--- src/rtl/eeprom_ram_bridge_if.sv ---
// Bus bundle for eeprom_ram_bridge: EEPROM-core strobes, single-port BRAM port,
// host load/dump port and dirty/autosave status.
interface eeprom_ram_bridge_if;
   logic [12:0] ee_addr;
   logic [7:0]  ee_d;
   logic        ee_wr;
   logic        ee_rd;
   logic [7:0]  ee_q;

   logic [12:0] mem_addr;
   logic [7:0]  mem_d;
   logic        mem_wr;
   logic [7:0]  mem_q;

   logic [12:0] hst_addr;
   logic [7:0]  hst_d;
   logic        hst_we;
   logic        hst_req;
   logic        hst_ack;
   logic [7:0]  hst_q;

   logic        dirty;
   logic        dirty_clr;
   logic        sav_req;

   // Bridge side.
   modport slave (
      input  ee_addr, ee_d, ee_wr, ee_rd,
      output ee_q,
      output mem_addr, mem_d, mem_wr,
      input  mem_q,
      input  hst_addr, hst_d, hst_we, hst_req,
      output hst_ack, hst_q,
      output dirty, sav_req,
      input  dirty_clr
   );

   // Environment side: EEPROM core, BRAM and host together.
   modport master (
      output ee_addr, ee_d, ee_wr, ee_rd,
      input  ee_q,
      input  mem_addr, mem_d, mem_wr,
      output mem_q,
      output hst_addr, hst_d, hst_we, hst_req,
      input  hst_ack, hst_q,
      input  dirty, sav_req,
      output dirty_clr
   );
endinterface

--- src/rtl/eeprom_ram_bridge.sv ---
// Arbitrates one single-port BRAM between the EEPROM core (absolute priority) and a
// host port, tracks dirty state and pulses an autosave request after a quiet period.
// Optional write-compare (skip writes of unchanged bytes): define EEPROM_DIRTY_CMP_EN.
module eeprom_ram_bridge #(
   parameter logic [23:0] QUIET_CYC = 24'd5_000_000
) (
   input  logic                 clk,
   input  logic                 rst,
   eeprom_ram_bridge_if.slave   bus
);

   typedef enum logic [1:0] {
      H_IDLE,
      H_ACC,
      H_ACK
   } hst_state_e;

   // Terminal count; QUIET_CYC is expected to be at least 2.
   localparam logic [23:0] QUIET_LAST = QUIET_CYC - 24'd1;

   hst_state_e  hst_state_q;
   logic [7:0]  ee_q_q;
   logic [7:0]  hst_q_q;
   logic        hst_ack_q;
   logic        rd_pend_q;
   logic        dirty_q;
   logic [23:0] timer_q;
   logic [23:0] timer_d;
   logic        armed_q;
   logic        sav_req_q;

   logic        cmp_busy;
   logic        ee_strobe;
   logic        rd_fire;
   logic        hst_go;
   logic        wr_evt;

`ifdef EEPROM_DIRTY_CMP_EN
   logic        cmp_pend_q;
   logic [12:0] cmp_addr_q;
   logic [7:0]  cmp_d_q;
   logic        cmp_diff;

   // The cycle after an ee_wr belongs to the compare; strobes there are dropped.
   assign cmp_busy = cmp_pend_q;
   assign cmp_diff = cmp_pend_q && (bus.mem_q != cmp_d_q);
   assign wr_evt   = cmp_diff;
`else
   assign cmp_busy = 1'b0;
   assign wr_evt   = bus.ee_wr;
`endif

   assign ee_strobe = (bus.ee_wr || bus.ee_rd) && !cmp_busy;
   assign rd_fire   = bus.ee_rd && !cmp_busy;
   assign hst_go    = (hst_state_q == H_IDLE) && bus.hst_req && !ee_strobe && !cmp_busy;
   assign timer_d   = timer_q + 24'd1;

   // NOTE: every output of a combinational block gets a default first, so no path can infer a latch.
   always_comb begin
      bus.mem_addr = bus.hst_addr;
      bus.mem_d    = bus.hst_d;
      bus.mem_wr   = 1'b0;
`ifdef EEPROM_DIRTY_CMP_EN
      if (cmp_pend_q) begin
         bus.mem_addr = cmp_addr_q;
         bus.mem_d    = cmp_d_q;
         bus.mem_wr   = cmp_diff;
      end else if (ee_strobe) begin
         bus.mem_addr = bus.ee_addr;
         bus.mem_d    = bus.ee_d;
         bus.mem_wr   = 1'b0;
      end
`else
      if (ee_strobe) begin
         bus.mem_addr = bus.ee_addr;
         bus.mem_d    = bus.ee_d;
         bus.mem_wr   = bus.ee_wr;
      end
`endif
      else if (hst_go) begin
         bus.mem_wr = bus.hst_we;
      end
      if (rst) begin
         bus.mem_wr = 1'b0;
      end
   end

   // Read data is passed straight through in T+1, then held in ee_q_q.
   assign bus.ee_q    = rd_pend_q ? bus.mem_q : ee_q_q;
   assign bus.hst_q   = hst_q_q;
   assign bus.hst_ack = hst_ack_q;
   assign bus.dirty   = dirty_q;
   assign bus.sav_req = sav_req_q;

   // NOTE: state registers use non-blocking assignments so every flop samples pre-edge values.
   always_ff @(posedge clk) begin
      if (rst) begin
         hst_state_q <= H_IDLE;
         ee_q_q      <= 8'h00;
         hst_q_q     <= 8'h00;
         hst_ack_q   <= 1'b0;
         rd_pend_q   <= 1'b0;
         dirty_q     <= 1'b0;
         timer_q     <= 24'd0;
         armed_q     <= 1'b0;
         sav_req_q   <= 1'b0;
`ifdef EEPROM_DIRTY_CMP_EN
         cmp_pend_q  <= 1'b0;
`endif
      end else begin
         rd_pend_q <= rd_fire;
         if (rd_pend_q) begin
            ee_q_q <= bus.mem_q;
         end

         // A host access issued in H_IDLE has its data on mem_q during H_ACC.
         case (hst_state_q)
            H_IDLE: begin
               if (hst_go) begin
                  hst_state_q <= H_ACC;
               end
            end
            H_ACC: begin
               hst_q_q     <= bus.mem_q;
               hst_ack_q   <= 1'b1;
               hst_state_q <= H_ACK;
            end
            H_ACK: begin
               hst_ack_q   <= 1'b0;
               hst_state_q <= H_IDLE;
            end
            default: begin
               hst_ack_q   <= 1'b0;
               hst_state_q <= H_IDLE;
            end
         endcase

`ifdef EEPROM_DIRTY_CMP_EN
         cmp_pend_q <= bus.ee_wr && !cmp_pend_q;
`endif

         if (wr_evt) begin
            dirty_q <= 1'b1;
         end else if (bus.dirty_clr) begin
            dirty_q <= 1'b0;
         end

         sav_req_q <= 1'b0;
         if (wr_evt) begin
            timer_q <= 24'd0;
            armed_q <= 1'b1;
         end else if (bus.dirty_clr) begin
            timer_q <= 24'd0;
            armed_q <= 1'b0;
         end else if (armed_q && dirty_q) begin
            timer_q <= timer_d;
            if (timer_d == QUIET_LAST) begin
               sav_req_q <= 1'b1;
               armed_q   <= 1'b0;
            end
         end
      end
   end

`ifdef EEPROM_DIRTY_CMP_EN
   // NOTE: pure datapath latches carry no reset; cmp_pend_q qualifies them.
   always_ff @(posedge clk) begin
      if (bus.ee_wr && !cmp_pend_q) begin
         cmp_addr_q <= bus.ee_addr;
         cmp_d_q    <= bus.ee_d;
      end
   end
`endif

endmodule

--- src/flat_wrapper.sv ---
// flat-port wrapper written by rule: the top's interface ports become plain ports
module eeprom_ram_bridge_flat 
#(
   parameter logic [23:0] QUIET_CYC = 24'd5_000_000
)
  (clk, rst, bus_ee_addr, bus_ee_d, bus_ee_wr, bus_ee_rd, bus_ee_q, bus_mem_addr, bus_mem_d, bus_mem_wr, bus_mem_q, bus_hst_addr, bus_hst_d, bus_hst_we, bus_hst_req, bus_hst_ack, bus_hst_q, bus_dirty, bus_sav_req, bus_dirty_clr);
  eeprom_ram_bridge_if bus_i ();
  input  logic clk;
  input  logic rst;
  input wire logic [$bits(bus_i.ee_addr)-1:0] bus_ee_addr;
  input wire logic [$bits(bus_i.ee_d)-1:0] bus_ee_d;
  input wire logic [$bits(bus_i.ee_wr)-1:0] bus_ee_wr;
  input wire logic [$bits(bus_i.ee_rd)-1:0] bus_ee_rd;
  output wire logic [$bits(bus_i.ee_q)-1:0] bus_ee_q;
  output wire logic [$bits(bus_i.mem_addr)-1:0] bus_mem_addr;
  output wire logic [$bits(bus_i.mem_d)-1:0] bus_mem_d;
  output wire logic [$bits(bus_i.mem_wr)-1:0] bus_mem_wr;
  input wire logic [$bits(bus_i.mem_q)-1:0] bus_mem_q;
  input wire logic [$bits(bus_i.hst_addr)-1:0] bus_hst_addr;
  input wire logic [$bits(bus_i.hst_d)-1:0] bus_hst_d;
  input wire logic [$bits(bus_i.hst_we)-1:0] bus_hst_we;
  input wire logic [$bits(bus_i.hst_req)-1:0] bus_hst_req;
  output wire logic [$bits(bus_i.hst_ack)-1:0] bus_hst_ack;
  output wire logic [$bits(bus_i.hst_q)-1:0] bus_hst_q;
  output wire logic [$bits(bus_i.dirty)-1:0] bus_dirty;
  output wire logic [$bits(bus_i.sav_req)-1:0] bus_sav_req;
  input wire logic [$bits(bus_i.dirty_clr)-1:0] bus_dirty_clr;
  assign bus_i.ee_addr = bus_ee_addr;
  assign bus_i.ee_d = bus_ee_d;
  assign bus_i.ee_wr = bus_ee_wr;
  assign bus_i.ee_rd = bus_ee_rd;
  assign bus_ee_q = bus_i.ee_q;
  assign bus_mem_addr = bus_i.mem_addr;
  assign bus_mem_d = bus_i.mem_d;
  assign bus_mem_wr = bus_i.mem_wr;
  assign bus_i.mem_q = bus_mem_q;
  assign bus_i.hst_addr = bus_hst_addr;
  assign bus_i.hst_d = bus_hst_d;
  assign bus_i.hst_we = bus_hst_we;
  assign bus_i.hst_req = bus_hst_req;
  assign bus_hst_ack = bus_i.hst_ack;
  assign bus_hst_q = bus_i.hst_q;
  assign bus_dirty = bus_i.dirty;
  assign bus_sav_req = bus_i.sav_req;
  assign bus_i.dirty_clr = bus_dirty_clr;
  eeprom_ram_bridge #(.QUIET_CYC(QUIET_CYC)) u_core (.clk(clk), .rst(rst), .bus(bus_i));
endmodule
--- config.mk ---
export PLATFORM = sky130hd
export DESIGN_NAME = eeprom_ram_bridge_flat
export DESIGN_NICKNAME = d
export VERILOG_FILES = /design/src/rtl/eeprom_ram_bridge_if.sv /design/src/rtl/eeprom_ram_bridge.sv /design/src/flat_wrapper.sv
export SDC_FILE = /design/constraint.sdc
export NUM_CORES = 1
export LEC_CHECK = 0
export CAP_MARGIN = 20
export CORE_MARGIN = 2
export CORE_UTILIZATION = 44
export DETAILED_ROUTE_END_ITERATION = 8
export GPL_TIMING_DRIVEN = 0
export PLACE_DENSITY = 0.88
export RECOVER_POWER = 25
export SYNTH_ARGS = -nofsm -noshare
export SYNTH_HDL_FRONTEND = slang
export SYNTH_SLANG_ARGS = --single-unit
--- constraint.sdc ---
create_clock -name clk -period 2.72 [get_ports clk]
set_input_delay 0.544 -clock clk [delete_from_list [all_inputs] [get_ports clk]]
set_output_delay 0.544 -clock clk [all_outputs]
set_load 0.005 [all_outputs]
## Word level (Yosys, flattened, before mapping)

Cells that the tools add are included.
W data, S select, Z words.

| word-level totals | value |
|---|---|
| flip-flop bits (word level) | 47 |
| input bits | 57 |
| logic and storage cells | 42 |

| operators by class | value |
|---|---|
| equality and inequality tests | 3 |
| reduce and logical (&&, ||, !) cells | 12 |
| bitwise gates (word level) | 1 |
| multiplexer cells | 16 |
| $add $sub $neg | 1 |

Operators with widths:

| kind | number |
|---|---|
| $add A24 B1 Y24 const B | 1 |
| $eq A24 B23 Y1 const B | 1 |
| $mux W8 | 2 |
| $mux W13 | 1 |
| $mux W1 | 10 |
| $reduce_bool A3 Y1 | 2 |
| $pmux W2 S2 | 1 |
| $reduce_or A4 Y1 | 1 |
| $logic_and A1 B1 Y1 | 3 |
| $reduce_or A3 Y1 | 1 |
| $eq A2 B1 Y1 const B | 1 |
| $logic_not A2 Y1 | 1 |
| $mux W2 | 1 |
| $ne A2 B1 Y1 const B | 1 |
| $pmux W1 S2 | 1 |
| $reduce_and A2 Y1 | 1 |
| $reduce_bool A2 Y1 | 1 |
| $logic_not A1 Y1 | 1 |
| $logic_or A1 B1 Y1 | 1 |
| $not A1 Y1 | 1 |

## Depth between registers and ports, before layout

| logic depth | value |
|---|---|
| word-level depth | 6 |
| depth in mapped cells | 8 |
| mapped depth without buffers | 7 |

## Least setup slack after synthesis

No wires, ideal clock.

| timing path | value |
|---|---|
| path kind | register to register |
| start | register u_core.timer_q[0] |
| end | register u_core.armed_q |
| clock period less this slack | 2.020 ns |
| buffers on the path | 0 |
| library setup time | 0.120 ns |
| arrival | 1.901 ns |
| cell stages (with the launch flop) | 8 |
| slack | 0.700 ns |
| path through | dfxtp_1 > ha_1 > nand3_1 > nor4_4 > nor3b_2 > o221a_1 > nand4_1 > o31a_1 |

| on the way | value |
|---|---|
| longest elaborated chain between the ends | 4 |

RTL lines:

| item | line | source |
|---|---|---|
| start, declared | eeprom_ram_bridge.sv:27 | `logic [23:0] timer_q;` |
| start signal, assigned | eeprom_ram_bridge.sv:156 | `timer_q <= timer_d;` |
| $add A24 B1 Y24 | eeprom_ram_bridge.sv:56 | `assign timer_d = timer_q + 24'd1;` |
| $eq A24 B23 Y1 | eeprom_ram_bridge.sv:157 | `if (timer_d == QUIET_LAST) begin` |
| $reduce_bool A3 Y1 (no line) | n/a |  |
| $reduce_and A2 Y1 (no line) | n/a |  |
| end signal, assigned | eeprom_ram_bridge.sv:151 | `armed_q <= 1'b1;` |
| end signal, assigned | eeprom_ram_bridge.sv:154 | `armed_q <= 1'b0;` |
| end signal, assigned | eeprom_ram_bridge.sv:159 | `armed_q <= 1'b0;` |
| end, declared | eeprom_ram_bridge.sv:29 | `logic armed_q;` |

Every way passes these cells.
A chain may end at the register's enable or synchronous reset.

## Final worst setup path

| timing path | value |
|---|---|
| start | input port bus_hst_req |
| end | output port bus_mem_wr |

| on the way | value |
|---|---|
| longest elaborated chain between the ends | 5 |

RTL lines:

| item | line | source |
|---|---|---|
| start, declared | flat_wrapper.sv:22 | `input wire logic [$bits(bus_i.hst_req)-1:0] bus_hst_req;` |
| $logic_and A1 B1 Y1 (2 in a row) | eeprom_ram_bridge.sv:55 | `assign hst_go = (hst_state_q == H_IDLE) && bus.hst_req && !ee_strobe && !cmp_busy;` |
| $mux W1 | eeprom_ram_bridge.sv:80 | `else if (hst_go) begin` |
| $mux W1 | eeprom_ram_bridge.sv:74 | `if (ee_strobe) begin` |
| $mux W1 | eeprom_ram_bridge.sv:83 | `if (rst) begin` |
| end, declared | flat_wrapper.sv:17 | `output wire logic [$bits(bus_i.mem_wr)-1:0] bus_mem_wr;` |

Every way passes these cells.

==> results.ini <==
[global_route]
grt_max_degree=17
antenna_found_initial=0
grt_pass1_wl_mm=12.7
grtUsageTotal_pct=25.3
grt.overflow.total=0
grt_pass1_vias=2757

[sta]
rsz0062_at_grt=false
finClkSkew_ns=0.00827
period_needed_ns=2.61
final_hold_viol_count=0
max-slew-margin-rel_pct=65.4
hold_ws_ns=0.456
setup_ws_ns=0.107
min_period_over_period_pct=96.1
setup_violations=0
worst_pin_slew_ns=0.519
max_freq_mhz=383
maxSlewViolCount=0

[clocking]
clock_latency_ns=0.31
cts_tree=done
hold_buffers=0
cts_root_buffer=clkbuf_8
cts_buffer_depth=2
clk_pin_slew_ns=0.10
ctsHtreeMaxLevel=2
clkSinkCount=47
cts_buffers=5

[synth]
ys_seq_area_share_pct=36.3
synth_cells=301
synth_top_area_share_pct=36.3
synth-seq-cells=47
ys_warn_count=0
synth-xor-area-share_pct=9.13
synthTopCellsByArea=dfxtp_1, mux2_2, nand2_1
synth_nets=360
synth_area_leader_cell=dfxtp_1
synth_top_family_by_area=simple AND/OR/NAND/NOR gates
synth-simple-area-share_pct=29.7
ys_types=37
synthAdderAreaFrac_pct=0.966
synth-async-reset-ratio_pct=0
synthFlopType=dfxtp_1
synthMuxAreaShare_pct=13.0
mappedNetlistArea_um2=2590
synth_area_per_cell_um2=8.60
synth_compound_area_share_pct=7.54
synth-edff-count=0

[routing]
drc=0
wl_mm=7.72
viasPerCell=5.42
vias=2608
wire_per_inst_um=16.0
drt_iter0_drc=305
first_pass_iters=5
antenna_left=0

[critical_path]
start_kind=input pin
crit_type=input pin to primary output
cp-end-kind=primary output
worstPathRequired_ns=2.18
path_max_fanout=2
rrSetupSlack_ns=0.34
crit_arrival_ns=2.07

[die]
die-area_um2=6520
initial_utilization_pct=46.2
die_h_um=80.7
die_w_um=80.7
io_pins=98
rows=27
coreArea_um2=5610

[finish]
stdcell_area_um2=3830
syn_to_final_growth_pct=48.0
diodes=0
final_util_pct=68.4
layout_commonest_cell=clkdlybuf4s50_1
drive_gt1_share_pct=13.4
layout_common_cells=clkdlybuf4s50_1, dfxtp_1, nand2_1
nNetsFinal=467

[run_status]
status=completed

[place]
place_area_um2=3650
portBuffers=97
place_ws_ns=-0.387
gp_congestion=0.877
hpwlAfterDp_mm=5.61

[power]
leakage_nw=1.32
pwr_density_cell_nw_per_um2=391
ir_drop_mv=0.264

[run]
drv_cap=0

[worst_hold_path]
hp-class=flip-flop to flip-flop

[flip-flops by register name (all words and copies together) (netlist names)]
register	count
u_core.bus.sav_req	1
u_core.armed_q	1
u_core.bus.hst_q	8
u_core.ee_q_q	8
u_core.bus.hst_ack	1
u_core.timer_q	24
u_core.hst_state_q	2
u_core.bus.dirty	1
u_core.rd_pend_q	1
[metal layers]
layer  track usage, %  vias to the layer above  wire length, µm
met5                0                        -                0
met3             5.62                       34              471
met1             26.4                     1195             2940
li1                 -                     1256                -
met2             46.3                      123             3920
met4             14.6                        0              382
[stage by stage]
stage	power, mW	TNS [ns]	std cells
2_1_floorplan	0.798	0	301
3_3_place_gp	0.967	-7.01	470
3_5_place_dp	0.973	-7.42	470
4_1_cts	1.50	0	481
5_1_grt	1.55	0	481
6_report	1.50	0	481
[power by group]
| group | internal, mW | switching (mW) | total [mW] |
|---|---|---|---|
| Sequential | 0.700 | 0.00632 | 0.706 |
| Clock | 0.279 | 0.250 | 0.529 |
| Combinational | 0.180 | 0.0833 | 0.264 |
[logic make-up (layout without fill, tap and decap cells)]
kind of cell             Yosys count  count (layout)
AND/OR/NAND/NOR                  140             140
flip-flops                        47              47
AO/OA/AOI/OAI                     33              33
multiplexers                      30              30
XOR/XNOR                          27              27
buffers and inverters             22             130
adder cells (fa/ha/maj)            2               2
[cell usage after synthesis (all sizes together) (2+ instances only)]
library cell	instances
nor2	34
nor2b	10
o31a	2
inv	3
clkbuf	15
nand3	6
nand2b	3
xnor2	15
nor4	7
o21ai	8
ha	2
nor3	8
nand4	15
nand2	39
buf	4
mux2	29
a21oi	17
nor4b	2
nor3b	2
and4	3
xor2	12
dfxtp	47
or3	7
[critical path, stage by stage]
cell	delay [ns]
clkdlybuf4s50_1	0.50
nand3b_1	0.15
nor3_2	0.19
nand2_1	0.07
o21ai_0	0.07
clkdlybuf4s50_1	0.54
[cell type report]
| cell class | count | area (µm²) |
|---|---|---|
| plain buffers | 19 | 97.6 |
| clock buffers | 5 | 68.8 |
| clock inverters | 3 | 47.5 |
| fillers | 436 | 1770 |
| inverters | 3 | 11.3 |
| multi-input cells | 232 | 1570 |
| flip-flops and latches | 47 | 941 |
| well taps | 72 | 90.1 |
| repair buffers | 100 | 1000 |
[path summary, 6_finish.rpt]
path / start / to / depth (start not counted)
max: bus_hst_req / bus_mem_wr / 6
min: u_core.bus.hst_q[7]$_SDFFE_PP0P_ / u_core.bus.hst_q[7]$_SDFFE_PP0P_ / 2
max reg2reg: u_core.timer_q[0]$_SDFFE_PP0P_ / u_core.armed_q$_SDFFE_PP0P_ / 8
min reg2reg: u_core.bus.hst_q[7]$_SDFFE_PP0P_ / u_core.bus.hst_q[7]$_SDFFE_PP0P_ / 2
[timing repair]
action	in CTS	in global routing
buffers inserted	1	0
gates resized for setup	11	2
cloned	2	0
pin swaps	2	1
setup endpoints to repair	21	1
hold endpoints to repair	0	0
Power figures use the tool's default switching activity.
